### src/rtl/pipeline_hazard_sequencer_pkg.sv
// Shared types for the pipeline hazard sequencer: controller states,
// statistics counter width and a saturating-increment helper.
package hazard_pkg;

    typedef enum logic [1:0] {
        RUN    = 2'd0,
        FREEZE = 2'd1,
        HALT   = 2'd2
    } state_e;

    localparam int STAT_W = 16;

    function automatic logic [STAT_W-1:0] sat_inc(input logic [STAT_W-1:0] v);
        return (v == {STAT_W{1'b1}}) ? v : v + STAT_W'(1);
    endfunction

endpackage

### src/rtl/pipeline_hazard_sequencer_watchdog.sv
// Freeze watchdog: counts consecutive data-memory wait cycles and raises a
// sticky timeout once WAIT_MAX of them have completed. Cleared only by reset.
module freeze_watchdog #(
    parameter int WAIT_MAX = 255,
    parameter int CNT_W    = 8
) (
    input  logic clk,
    input  logic rst_n,
    input  logic mem_wait,
    output logic trip,
    output logic timeout
);

    logic [CNT_W-1:0] cnt;

    // The edge that closes the WAIT_MAX-th consecutive wait cycle trips;
    // the counter then sits at WAIT_MAX, so it can never wrap.
    assign trip = mem_wait & ~timeout & (cnt == CNT_W'(WAIT_MAX - 1));

    always_ff @(posedge clk or negedge rst_n) begin
        if (!rst_n) begin
            cnt     <= '0;
            timeout <= 1'b0;
        end else begin
            if (trip)
                timeout <= 1'b1;
            if (!mem_wait)
                cnt <= '0;
            else if (!timeout)
                cnt <= cnt + CNT_W'(1);
        end
    end

endmodule

### src/rtl/pipeline_hazard_sequencer.sv
// Central stall/flush controller: resolves memory freeze, EX branch flush and
// load-use bubbles onto the pipeline enables. Optional stats: HAZARD_STATS_EN.
module pipeline_hazard_sequencer
    import hazard_pkg::*;
#(
    parameter int REG_W    = 5,
    parameter int WAIT_MAX = 255,
    parameter int CNT_W    = 8
) (
    input  logic             clk,
    input  logic             rst_n,
    input  logic [REG_W-1:0] id_rs,
    input  logic [REG_W-1:0] id_rt,
    input  logic [REG_W-1:0] ex_rt,
    input  logic             ex_mem_read,
    input  logic             ex_branch_taken,
    input  logic             mem_wait,
    output logic             pc_write,
    output logic             ifid_write,
    output logic             ifid_flush,
    output logic             idex_bubble,
    output logic             back_en,
    output logic             err_timeout
`ifdef HAZARD_STATS_EN
    ,
    output logic [STAT_W-1:0] stat_loaduse,
    output logic [STAT_W-1:0] stat_flush,
    output logic [STAT_W-1:0] stat_freeze
`endif
);

    state_e state, state_nxt;
    logic   wd_trip;
    logic   load_use;
    logic   act_freeze, act_flush, act_loaduse;

    freeze_watchdog #(
        .WAIT_MAX(WAIT_MAX),
        .CNT_W   (CNT_W)
    ) u_watchdog (
        .clk     (clk),
        .rst_n   (rst_n),
        .mem_wait(mem_wait),
        .trip    (wd_trip),
        .timeout (err_timeout)
    );

    // Register 0 is hardwired, so a load targeting it never stalls.
    assign load_use = ex_mem_read & (ex_rt != '0) &
                      ((ex_rt == id_rs) | (ex_rt == id_rt));

    always_ff @(posedge clk or negedge rst_n) begin
        if (!rst_n)
            state <= RUN;
        else
            state <= state_nxt;
    end

    always_comb begin
        state_nxt = state;
        case (state)
            RUN, FREEZE: begin
                if (wd_trip)
                    state_nxt = HALT;
                else if (mem_wait)
                    state_nxt = FREEZE;
                else
                    state_nxt = RUN;
            end
            HALT:    state_nxt = HALT;
            default: state_nxt = RUN;
        endcase
    end

    always_comb begin
        act_freeze  = (state == HALT) | mem_wait;
        act_flush   = ~act_freeze & ex_branch_taken;
        act_loaduse = ~act_freeze & ~ex_branch_taken & load_use;

        pc_write    = 1'b1;
        ifid_write  = 1'b1;
        ifid_flush  = 1'b0;
        idex_bubble = 1'b0;
        back_en     = 1'b1;

        if (!rst_n) begin
            pc_write    = 1'b0;
            ifid_write  = 1'b0;
            ifid_flush  = 1'b1;
            idex_bubble = 1'b1;
            back_en     = 1'b0;
        end else if (act_freeze) begin
            pc_write    = 1'b0;
            ifid_write  = 1'b0;
            back_en     = 1'b0;
        end else if (act_flush) begin
            ifid_flush  = 1'b1;
            idex_bubble = 1'b1;
        end else if (act_loaduse) begin
            pc_write    = 1'b0;
            ifid_write  = 1'b0;
            idex_bubble = 1'b1;
        end
    end

`ifdef HAZARD_STATS_EN
    always_ff @(posedge clk or negedge rst_n) begin
        if (!rst_n) begin
            stat_loaduse <= '0;
            stat_flush   <= '0;
            stat_freeze  <= '0;
        end else begin
            if (act_loaduse)
                stat_loaduse <= sat_inc(stat_loaduse);
            if (act_flush)
                stat_flush <= sat_inc(stat_flush);
            if (act_freeze)
                stat_freeze <= sat_inc(stat_freeze);
        end
    end
`endif

endmodule

### config.mk
export PLATFORM = sky130hd
export DESIGN_NAME = pipeline_hazard_sequencer
export DESIGN_NICKNAME = d
export VERILOG_FILES = /design/src/rtl/pipeline_hazard_sequencer_pkg.sv /design/src/rtl/pipeline_hazard_sequencer_watchdog.sv /design/src/rtl/pipeline_hazard_sequencer.sv
export SDC_FILE = /design/constraint.sdc
export NUM_CORES = 1
export LEC_CHECK = 0
export ABC_CLOCK_PERIOD_IN_PS = 2250
export CORE_AREA = 2 2 43 45
export CTS_CLUSTER_SIZE = 20
export DETAILED_ROUTE_END_ITERATION = 6
export DIE_AREA = 0 0 45 47
export PLACE_DENSITY = 0.81
export SLEW_MARGIN = 0
export SYNTH_ARGS = -nofsm -noshare
export SYNTH_HDL_FRONTEND = slang
export SYNTH_SLANG_ARGS = --single-unit
### constraint.sdc
create_clock -name clk -period 2.25 [get_ports clk]
set_input_delay 0.45 -clock clk [delete_from_list [all_inputs] [get_ports clk]]
set_output_delay 0.45 -clock clk [all_outputs]
set_load 0.05 [all_outputs]
==> results of run 1 <==
[metal layers]
| layer | wire [um] | part of all wire, % | track usage, % |
|---|---|---|---|
| met2 | 842 | 51 | 31.71 |
| met5 | 0 | 0 | 0 |
| met4 | 30 | 1.8 | 8.824 |
| met1 | 674 | 41 | 20.67 |
| met3 | 114 | 6.9 | 4.231 |
[stage by stage]
stage          utilization (%)  setup TNS (ns)  cells  area, um2  hold slack (ns)
6_report                 65.98               0    123       1090           0.4796
5_1_grt                  65.98               0    123       1090           0.5028
4_1_cts                  65.15               0    123       1076           0.4751
3_5_place_dp             63.86         -0.4661    119       1055           0.4661
3_3_place_gp             63.86         -0.4037    119       1055           0.4355
2_1_floorplan                -               0     73      711.9           0.1544
[power groups by stage]
stage / clock network [W] / registers, W / logic, W
2_1_floorplan: 0 / 0.000211 / 0.0000577
5_1_grt: 0.000149 / 0.000209 / 0.000144
6_report: 0.000134 / 0.000208 / 0.000132
3_3_place_gp: 0 / 0.000212 / 0.000132
3_5_place_dp: 0 / 0.000212 / 0.000135
4_1_cts: 0.000137 / 0.000208 / 0.000132
[final timing paths]
| kind | endpoint | slack [ns] |
|---|---|---|
| setup / recovery | ifid_write | 0.06 |
| min in group asynchronous | u_watchdog.cnt[6] | 0.61 |
| setup reg to reg | u_watchdog.cnt[7] | 0.85 |
| hold reg to reg | state[1] | 0.48 |
| hold / removal | state[1] | 0.48 |
| max in group asynchronous | state[1] | 1.49 |
[cell families after synthesis]
kind of cell	synth area share (%)
mux	1.411
simple gates	24.34
compound gates	10.23
fa+ha+maj	3.527
buf+inv	3.174
flops	38.80
xor+xnor	18.52
[critical path, delay by kind of cell]
| family | cells | cell delay (ns) |
|---|---|---|
| and+or+nand+nor | 1 | 0.48 |
| AOI/OAI and AO/OA | 2 | 0.43 |
| buffers and inverters | 2 | 0.39 |
[registers in the layout, summed over array words and instances, names as in the netlist]
name,count
state,2
u_watchdog.timeout,1
u_watchdog.cnt,8
[cells in the final DEF (no fill, tap or decap), drive strengths merged, types with 3 or more instances in the layout]
cell / count
xor2: 10
clkbuf: 4
buf: 11
and2: 7
dfrtp: 11
clkdlybuf4s50: 12
nand3: 3
nand2: 5
o21ai: 3
inv: 3
dlygate4sd2: 4
xnor2: 5
[layout make-up]
class	instances	share of cell area (%)
Tap cell	17	1.952
Clock buffer	4	2.411
Multi-Input combinational cell	57	38.81
Inverter	3	1.033
Timing Repair Buffer	31	30.54
Sequential cell	11	25.26
[repair_timing]
| action | in CTS | in global routing |
|---|---|---|
| resized for setup | 8 | 4 |
| pin swaps | 5 | 3 |
| setup endpoints to repair | 3 | 3 |
==> flow_summary_export.csv, run 1 <==
group,metric,value,unit
status,run_status,"finished, final reports clean",
timing,setup_violations,0,
setup_path,crit_path_max_incr_delay,0.48,ns
cts,root_buffer,"clkbuf_4",
setup_path,critPathLaunch,"ex_rt[1]",
final_layout,n_fill_cell,140,
floorplan,core-area,0.001652,mm2
global_route,grt_max_degree,12,
final_layout,num_antenna_cells,0,
cts,cts_sinks,11,
yosys,post-synth-top-area-fraction,38.80,%
timing,skew,0.002721,ns
setup_path,cp-start-kind,"input port",
drt,wl,1661,um
global_route,overflow,0,
run,drv_cap,0,
place,pre_cts_ws,-0.1642,ns
yosys,synth.area.top_cells,"dfrtp_1, xor2_1, and2_1",
pwr,power-per-cell-area,435.6,mW/mm2
yosys,synth_area,709.4,um2
cts,clk_latency,0.27,ns
setup_path,path_max_fanout,2,
yosys,synth_edf_count,0,
floorplan,die_w,45,um
pwr,power.share.clock,28.3,%
yosys,synth-main-ff-cell,"dfrtp_1",
cts,clockBufferDepth,2,
timing,slew_violations,0,
timing,finalHoldViolCount,0,
setup_path,critPathArrivalTime,1.74,ns
min_path,holdPathStages,1,
setup_path,slowest_stage,"or4_4",
cts,cts_hold_buffers,0,
yosys,synth_nets,95,
drt,first_pass_iters,4,
min_path,min_from,"state[0]",
global_route,grt_first_pass_wirelength,2718,um
final_layout,multi_input_area,422.9,um2
global_route,track_usage,18.04,%
place,post-dp-hpwl,1351,um
timing,worst_slack,0.05695,ns
timing,tightest_slew,0.4930,ns
cts,cts_setup_buffers,0,
pwr,intPower,0.0003427,W
yosys,async_reset_ff_share,100.0,%
cts,numCtsBuffers,3,
drt,drtAntennaViolNets,0,
cts,cts_max_level,1,
drt,avgRoutedWirePerCell,13.50,um
global_route,grt_pass1_vias,663,
drt,via_per_inst,5.179,
drt,drc,0,
pwr,ir_worst_vdd,0.0003327,V
setup_path,rr_startpoint,"u_watchdog.timeout",
timing,grt_setup_unrepaired,"no",
yosys,yosys_warnings,0,
timing,post-route-period-util,97.47,%
final_layout,drive_above_1_share,20.75,%
final_layout,nets,129,
floorplan,die_h,47,um
drt,vias,637,
pwr,power.switching,0.0001320,W
yosys,yosysSeqAreaShare,38.80,%
final_layout,ff_latch_area,275.3,um2
yosys,synthCells,73,
floorplan,die_area,0.002115,mm2
pwr,p_leak,0.5028,nW
floorplan,rows,15,
cts,cts_tree,"yes",
pwr,power.total,0.0004747,W
floorplan,initial_utilization,42.95,%
timing,relSlewSlack,67.03,%
yosys,synth_most_common_cell,"dfrtp_1",
global_route,antenna_found_initial,0,
timing,max_freq,456.0,MHz
setup_path,path_cells,"dlygate4sd2_1 > or4_4 > o2111ai_2 > o21a_2 > buf_12",
cts,clk_pin_slew,0.07,ns
setup_path,required,1.80,ns
yosys,synth-seq-cells,11,
pwr,p_seq_share,43.8,%
yosys,post-synth-top-area-cell,"dfrtp_1",
timing,period_minus_slack,2.193,ns
final_layout,syn_to_final_growth,53.62,%
place,port_buffers,25,
setup_path,cp-end-kind,"primary output",
pwr,p_sw_share,27.81,%
pwr,pwr-share-comb,27.9,%
floorplan,ios,26,
yosys,yosysUniqueCellTypes,29,
setup_path,path_class,"input port to primary output",
place,gp_congestion,0.7690,
yosys,syn_area_per_cell,9.718,um2
drt,drtIter0Drc,8,
setup_path,r2r_cells,4,
yosys,synthTopCellsByCount,"dfrtp_1, xor2_1, and2_1",
min_path,worstHoldPathType,"flip-flop to flip-flop",
No activity file was read; power rests on OpenSTA's default activity.
==> inputs of run 2 (changes only) <==
--- a/config.mk
+++ b/config.mk
@@ -5,7 +5,7 @@
 export SDC_FILE = /design/constraint.sdc
 export NUM_CORES = 1
 export LEC_CHECK = 0
-export ABC_CLOCK_PERIOD_IN_PS = 2250
+export ABC_CLOCK_PERIOD_IN_PS = 2700
 export CORE_AREA = 2 2 43 45
 export CTS_CLUSTER_SIZE = 20
 export DETAILED_ROUTE_END_ITERATION = 6
==> constraint.sdc (replaced) <==
create_clock -name clk -period 2.7 [get_ports clk]
set_input_delay 0.54 -clock clk [delete_from_list [all_inputs] [get_ports clk]]
set_output_delay 0.54 -clock clk [all_outputs]
set_load 0.05 [all_outputs]
==> run 2 against run 1 <==
Combinational power fell by 17%. Cell count is 1.6% lower. Setup slack better by 0.028 ns. Largest cell class unchanged. Global-route usage down 0.98 points. Critical path type unchanged. Critical endpoint unchanged. Critical path depth stayed put.
==> flow_summary_export.csv, run 2 (synthesis results as in run 1) <==
group,metric,value,unit
status,run_status,"finished, final reports clean",
floorplan,die_area,0.002115,mm2
global_route,grt_first_pass_wirelength,2566,um
cts,cts_max_level,1,
floorplan,initial_utilization,42.95,%
final_layout,num_antenna_cells,0,
timing,grt_setup_unrepaired,"no",
cts,cts_sinks,11,
final_layout,syn_to_final_growth,50.09,%
floorplan,core-area,0.001652,mm2
pwr,ir_worst_vdd,0.0002648,V
final_layout,stdcell_count,121,
final_layout,n_fill_cell,141,
setup_path,required,2.16,ns
timing,finalHoldViolCount,0,
final_layout,multi_input_area,412.9,um2
cts,clockBufferDepth,2,
place,gp_congestion,0.7376,
drt,via_per_inst,5.058,
final_layout,layout_commonest_cell,"clkdlybuf4s50_1",
pwr,power-per-cell-area,368.7,mW/mm2
cts,clk_latency,0.26,ns
floorplan,rows,15,
setup_path,path_max_fanout,3,
final_layout,mostFrequentLayoutCells,"clkdlybuf4s50_1, dfrtp_1, xor2_1, and2_1",
timing,period_minus_slack,2.615,ns
timing,slew_violations,0,
global_route,grt_max_degree,14,
drt,drtIter0Drc,6,
final_layout,reg.largest.list,"u_watchdog.cnt (8), state (2), u_watchdog.timeout (1)",
floorplan,die_h,47,um
cts,numCtsBuffers,3,
pwr,intPower,0.0002861,W
timing,tightest_slew,0.4913,ns
final_layout,postLayoutCoreUtil,64.47,%
pwr,p_leak,0.4671,nW
drt,wl,1568,um
pwr,p_seq_share,44.2,%
global_route,overflow,0,
setup_path,critPathArrivalTime,2.08,ns
place,post-dp-hpwl,1264,um
final_layout,ff_latch_area,275.3,um2
pwr,p_sw_share,27.12,%
floorplan,ios,26,
place,port_buffers,25,
final_layout,drive_above_1_share,16.35,%
pwr,power.switching,0.0001065,W
min_path,holdPathStages,1,
drt,drtAntennaViolNets,0,
final_layout,nets,127,
global_route,antenna_found_initial,0,
cts,post_cts_resize_count,0,
cts,cts_setup_buffers,0,
setup_path,r2r_setup_slack,1.36,ns
setup_path,r2r_cells,4,
global_route,track_usage,17.06,%
timing,setup_violations,0,
drt,first_pass_iters,4,
drt,avgRoutedWirePerCell,12.96,um
setup_path,cp-end-kind,"primary output",
cts,cts_hold_buffers,0,
timing,skew,0.002288,ns
min_path,min_from,"state[0]",
setup_path,cp-start-kind,"input port",
timing,max_freq,382.4,MHz
place,placed_cells,117,
setup_path,r2r_end,"u_watchdog.cnt[5]",
final_layout,largest_reg_flops,8,
setup_path,rr_startpoint,"u_watchdog.timeout",
timing,relSlewSlack,67.14,%
pwr,pwr-share-comb,27.8,%
timing,timing.setup.tns,0,ns
setup_path,path_class,"input port to primary output",
cts,cts_tree,"yes",
run,drv_cap,0,
timing,post-route-period-util,96.86,%
min_path,min_to,"state[1]",
min_path,worstHoldPathType,"flip-flop to flip-flop",
drt,drc,0,
final_layout,regMostFlops,"u_watchdog.cnt",
floorplan,die_w,45,um
global_route,grt_pass1_vias,619,
cts,root_buffer,"clkbuf_4",
drt,vias,612,
pwr,power.share.clock,28.0,%
cts,clk_pin_slew,0.07,ns
## run 2: cell count changes in the layout (fill, tap and decap cells not counted), sizes merged
cell / previous run / this run
buf: 11 / 9
clkdlybuf4s50: 12 / 20
dlymetal6s2s: 2 / 0
clkdlybuf4s15: 2 / 0
dlygate4sd2: 4 / 0
## run 2: area by class of cell
type,count,area share [%]
multi-input combinational,57,38.78
timing repair buffer,29,29.85
sequential,11,25.85
clock buffer,4,2.468
tap,17,1.998
inverter,3,1.058
## run 2: stage by stage
step	power [W]	setup slack, ns	area (um2)	hold WS (ns)
2_1_floorplan	0.0002238	0.1418	710.7	0.2444
3_3_place_gp	0.0002843	0.1177	1039	0.4357
3_5_place_dp	0.0002862	0.07232	1039	0.4565
4_1_cts	0.0003982	0.06883	1065	0.4698
5_1_grt	0.0004135	0.01586	1065	0.4825
6_report	0.0003926	0.08480	1065	0.4683
## run 2: power by group through the flow
| stage | clock (W) | combinational [W] | sequential (W) |
|---|---|---|---|
| floorplan | 0 | 0.0000479 | 0.000176 |
| global placement | 0 | 0.000108 | 0.000176 |
| detailed placement | 0 | 0.000110 | 0.000177 |
| CTS | 0.000114 | 0.000110 | 0.000173 |
| global route | 0.000121 | 0.000119 | 0.000174 |
| finish | 0.000110 | 0.000109 | 0.000173 |
## run 2: worst max-delay path: stages
cell,delay (ns)
clkdlybuf4s50_1,0.48
or4_4,0.51
o2111ai_2,0.19
o21a_2,0.21
buf_12,0.15
## run 2: per-layer routing
metal / up-vias / global-route usage (%) / part of all wire [%]
met5: - / 0 / 0
met1: 280 / 18.47 / 39
met3: 0 / 4.231 / 9.8
met4: 0 / 7.059 / 0
li1: 309 / - / -
met2: 23 / 31.71 / 52
## run 2: worst max-delay path by stage
stage                         from         end  slack (ns)  cells past startpoint
after floorplan           mem_wait    pc_write        0.14                      5
after global placement    ex_rt[3]    pc_write        0.12                      5
after detailed placement  ex_rt[3]  ifid_write        0.07                      5
after CTS                 ex_rt[3]  ifid_write        0.07                      5
after global routing      ex_rt[1]    pc_write        0.02                      7
final                     ex_rt[3]  ifid_write        0.08                      5
==> inputs of run 3 (changes only) <==
--- a/config.mk
+++ b/config.mk
@@ -5,12 +5,12 @@
 export SDC_FILE = /design/constraint.sdc
 export NUM_CORES = 1
 export LEC_CHECK = 0
-export ABC_CLOCK_PERIOD_IN_PS = 2700
 export CORE_AREA = 2 2 43 45
 export CTS_CLUSTER_SIZE = 20
 export DETAILED_ROUTE_END_ITERATION = 6
 export DIE_AREA = 0 0 45 47
 export PLACE_DENSITY = 0.81
+export SETUP_SLACK_MARGIN = 0.2
 export SLEW_MARGIN = 0
 export SYNTH_ARGS = -nofsm -noshare
 export SYNTH_HDL_FRONTEND = slang
==> run 3 against run 2 <==
Clock power grew 4%. Setup slack gained 0.16 ns. Clock skew increased by 0.0037 ns. Non-clock buffer count unchanged. Combinational power barely moved. Critical endpoint unchanged.
==> flow_summary_export.csv, run 3 (synthesis results as in run 1) <==
group,metric,value,unit
status,run_status,"finished, final reports clean",
place,gp_congestion,0.7340,
setup_path,path_class,"input port to primary output",
final_layout,multi_input_area,419.2,um2
global_route,overflow,0,
global_route,grt_pass1_vias,614,
global_route,antenna_found_initial,0,
cts,clk_latency,0.28,ns
pwr,p_seq_share,43.9,%
cts,cts_setup_buffers,0,
final_layout,ff_latch_area,275.3,um2
final_layout,drive_above_1_share,18.27,%
floorplan,core-area,0.001652,mm2
global_route,track_usage,17.15,%
cts,clk_pin_slew,0.06,ns
cts,cts_hold_buffers,0,
drt,route.met3.wl,144,um
final_layout,syn_to_final_growth,50.09,%
cts,clockBufferDepth,2,
min_path,worstHoldPathType,"flip-flop to flip-flop",
drt,drtAntennaViolNets,0,
final_layout,reg.largest.list,"u_watchdog.cnt (8), state (2), u_watchdog.timeout (1)",
timing,skew,0.006014,ns
drt,wl,1571,um
timing,hold_slack,0.4547,ns
drt,avgRoutedWirePerCell,12.98,um
pwr,p_sw_share,27.98,%
place,port_buffers,25,
drt,via_per_inst,5.107,
final_layout,largest_reg_flops,8,
cts,numCtsBuffers,3,
setup_path,path_cells,"dlygate4sd2_1 > or4_4 > o2111ai_2 > o21a_2 > buf_12",
min_path,min_to,"state[1]",
setup_path,crit_path_max_incr_delay,0.53,ns
cts,cts_max_level,1,
floorplan,die_area,0.002115,mm2
cts,cts_sinks,11,
timing,setup_violations,0,
pwr,ir_worst_vdd,0.0002115,V
timing,finalHoldViolCount,0,
cts,cts_tree,"yes",
pwr,pwr-share-comb,27.2,%
drt,wl_met2,811,um
floorplan,initial_utilization,42.95,%
pwr,power.switching,0.0001104,W
drt,drt-met1-wl,591,um
timing,post-route-period-util,90.88,%
final_layout,regMostFlops,"u_watchdog.cnt",
floorplan,die_w,45,um
global_route,grt_max_degree,14,
drt,drc,0,
setup_path,rr_startpoint,"u_watchdog.timeout",
run,drv_cap,0,
setup_path,path_buf_inv,2,
setup_path,cpLargestDelayFamily,"simple AND/OR/NAND/NOR gates",
final_layout,nets,127,
setup_path,r2r_setup_slack,1.34,ns
drt,drtIter0Drc,6,
global_route,grt_first_pass_wirelength,2525,um
drt,vias,618,
timing,relSlewSlack,67.18,%
setup_path,required,2.16,ns
timing,max_freq,407.6,MHz
pwr,power-per-cell-area,370.7,mW/mm2
pwr,intPower,0.0002843,W
pwr,p_leak,0.4755,nW
final_layout,n_fill_cell,150,
pwr,power.share.clock,28.8,%
drt,first_pass_iters,4,
timing,worst_slack,0.2463,ns
setup_path,critPathArrivalTime,1.91,ns
final_layout,mostFrequentLayoutCells,"clkdlybuf4s50_1, dfrtp_1, xor2_1, and2_1",
floorplan,die_h,47,um
setup_path,r2r_end,"u_watchdog.cnt[7]",
min_path,min_from,"state[0]",
timing,timing.setup.tns,0,ns
place,pre_cts_ws,0.08069,ns
floorplan,rows,15,
setup_path,cp-start-kind,"input port",
timing,period_minus_slack,2.454,ns
setup_path,cp-end-kind,"primary output",
setup_path,slowest_stage,"or4_4",
cts,root_buffer,"clkbuf_4",
timing,slew_violations,0,
place,post-dp-hpwl,1276,um
timing,tightest_slew,0.4908,ns
drt,top_signal_layer_used,"met4",
final_layout,num_antenna_cells,0,
min_path,holdPathStages,1,
final_layout,postLayoutCoreUtil,64.47,%
setup_path,r2r_cells,4,
timing,grt_setup_unrepaired,"no",
floorplan,ios,26,
setup_path,path_max_fanout,2,
final_layout,layout_commonest_cell,"clkdlybuf4s50_1",
pwr,power.total,0.0003947,W
-- run 3: cell type report --
| class | instances | area share [%] |
|---|---|---|
| well taps | 17 | 1.998 |
| clock buffers | 4 | 2.468 |
| multi-input cells | 57 | 39.37 |
| repair buffers | 29 | 29.26 |
| inverters | 3 | 1.058 |
| flip-flops and latches | 11 | 25.85 |
-- run 3: repair_timing --
| action | CTS | global route |
|---|---|---|
| setup endpoints to repair | 3 | 3 |
| pin swaps | 2 | 0 |
| resized for setup | 5 | 1 |
-- run 3: how the worst max path moves through the flow --
stage	end	depth (start not counted)	slack, ns	start
after floorplan	pc_write	5	0.31	mem_wait
after global placement	pc_write	5	0.12	ex_rt[3]
after detailed placement	ifid_write	5	0.08	ex_rt[3]
after CTS	ifid_write	5	0.24	ex_rt[1]
after global routing	pc_write	6	0.21	id_rt[4]
final	ifid_write	5	0.25	ex_rt[1]
-- run 3: per-layer routing --
layer | up-vias | global-route usage (%)
li1 | 309 | -
met1 | 287 | 17.55
met2 | 20 | 30.57
met3 | 2 | 6.538
met4 | 0 | 8.824
met5 | - | 0
-- run 3: power groups by stage --
stage,Combinational [W],Sequential [W],Clock (W)
floorplan,0.0000481,0.000176,0
global route,0.000117,0.000174,0.000129
CTS,0.000108,0.000173,0.000119
detailed placement,0.000110,0.000177,0
global placement,0.000108,0.000176,0
finish,0.000108,0.000173,0.000114
-- run 3: stage by stage --
stage,cells,instance area (um2)
4_1_cts,121,1060
6_report,121,1065
3_3_place_gp,117,1040
3_5_place_dp,117,1040
2_1_floorplan,73,711.9
5_1_grt,121,1065
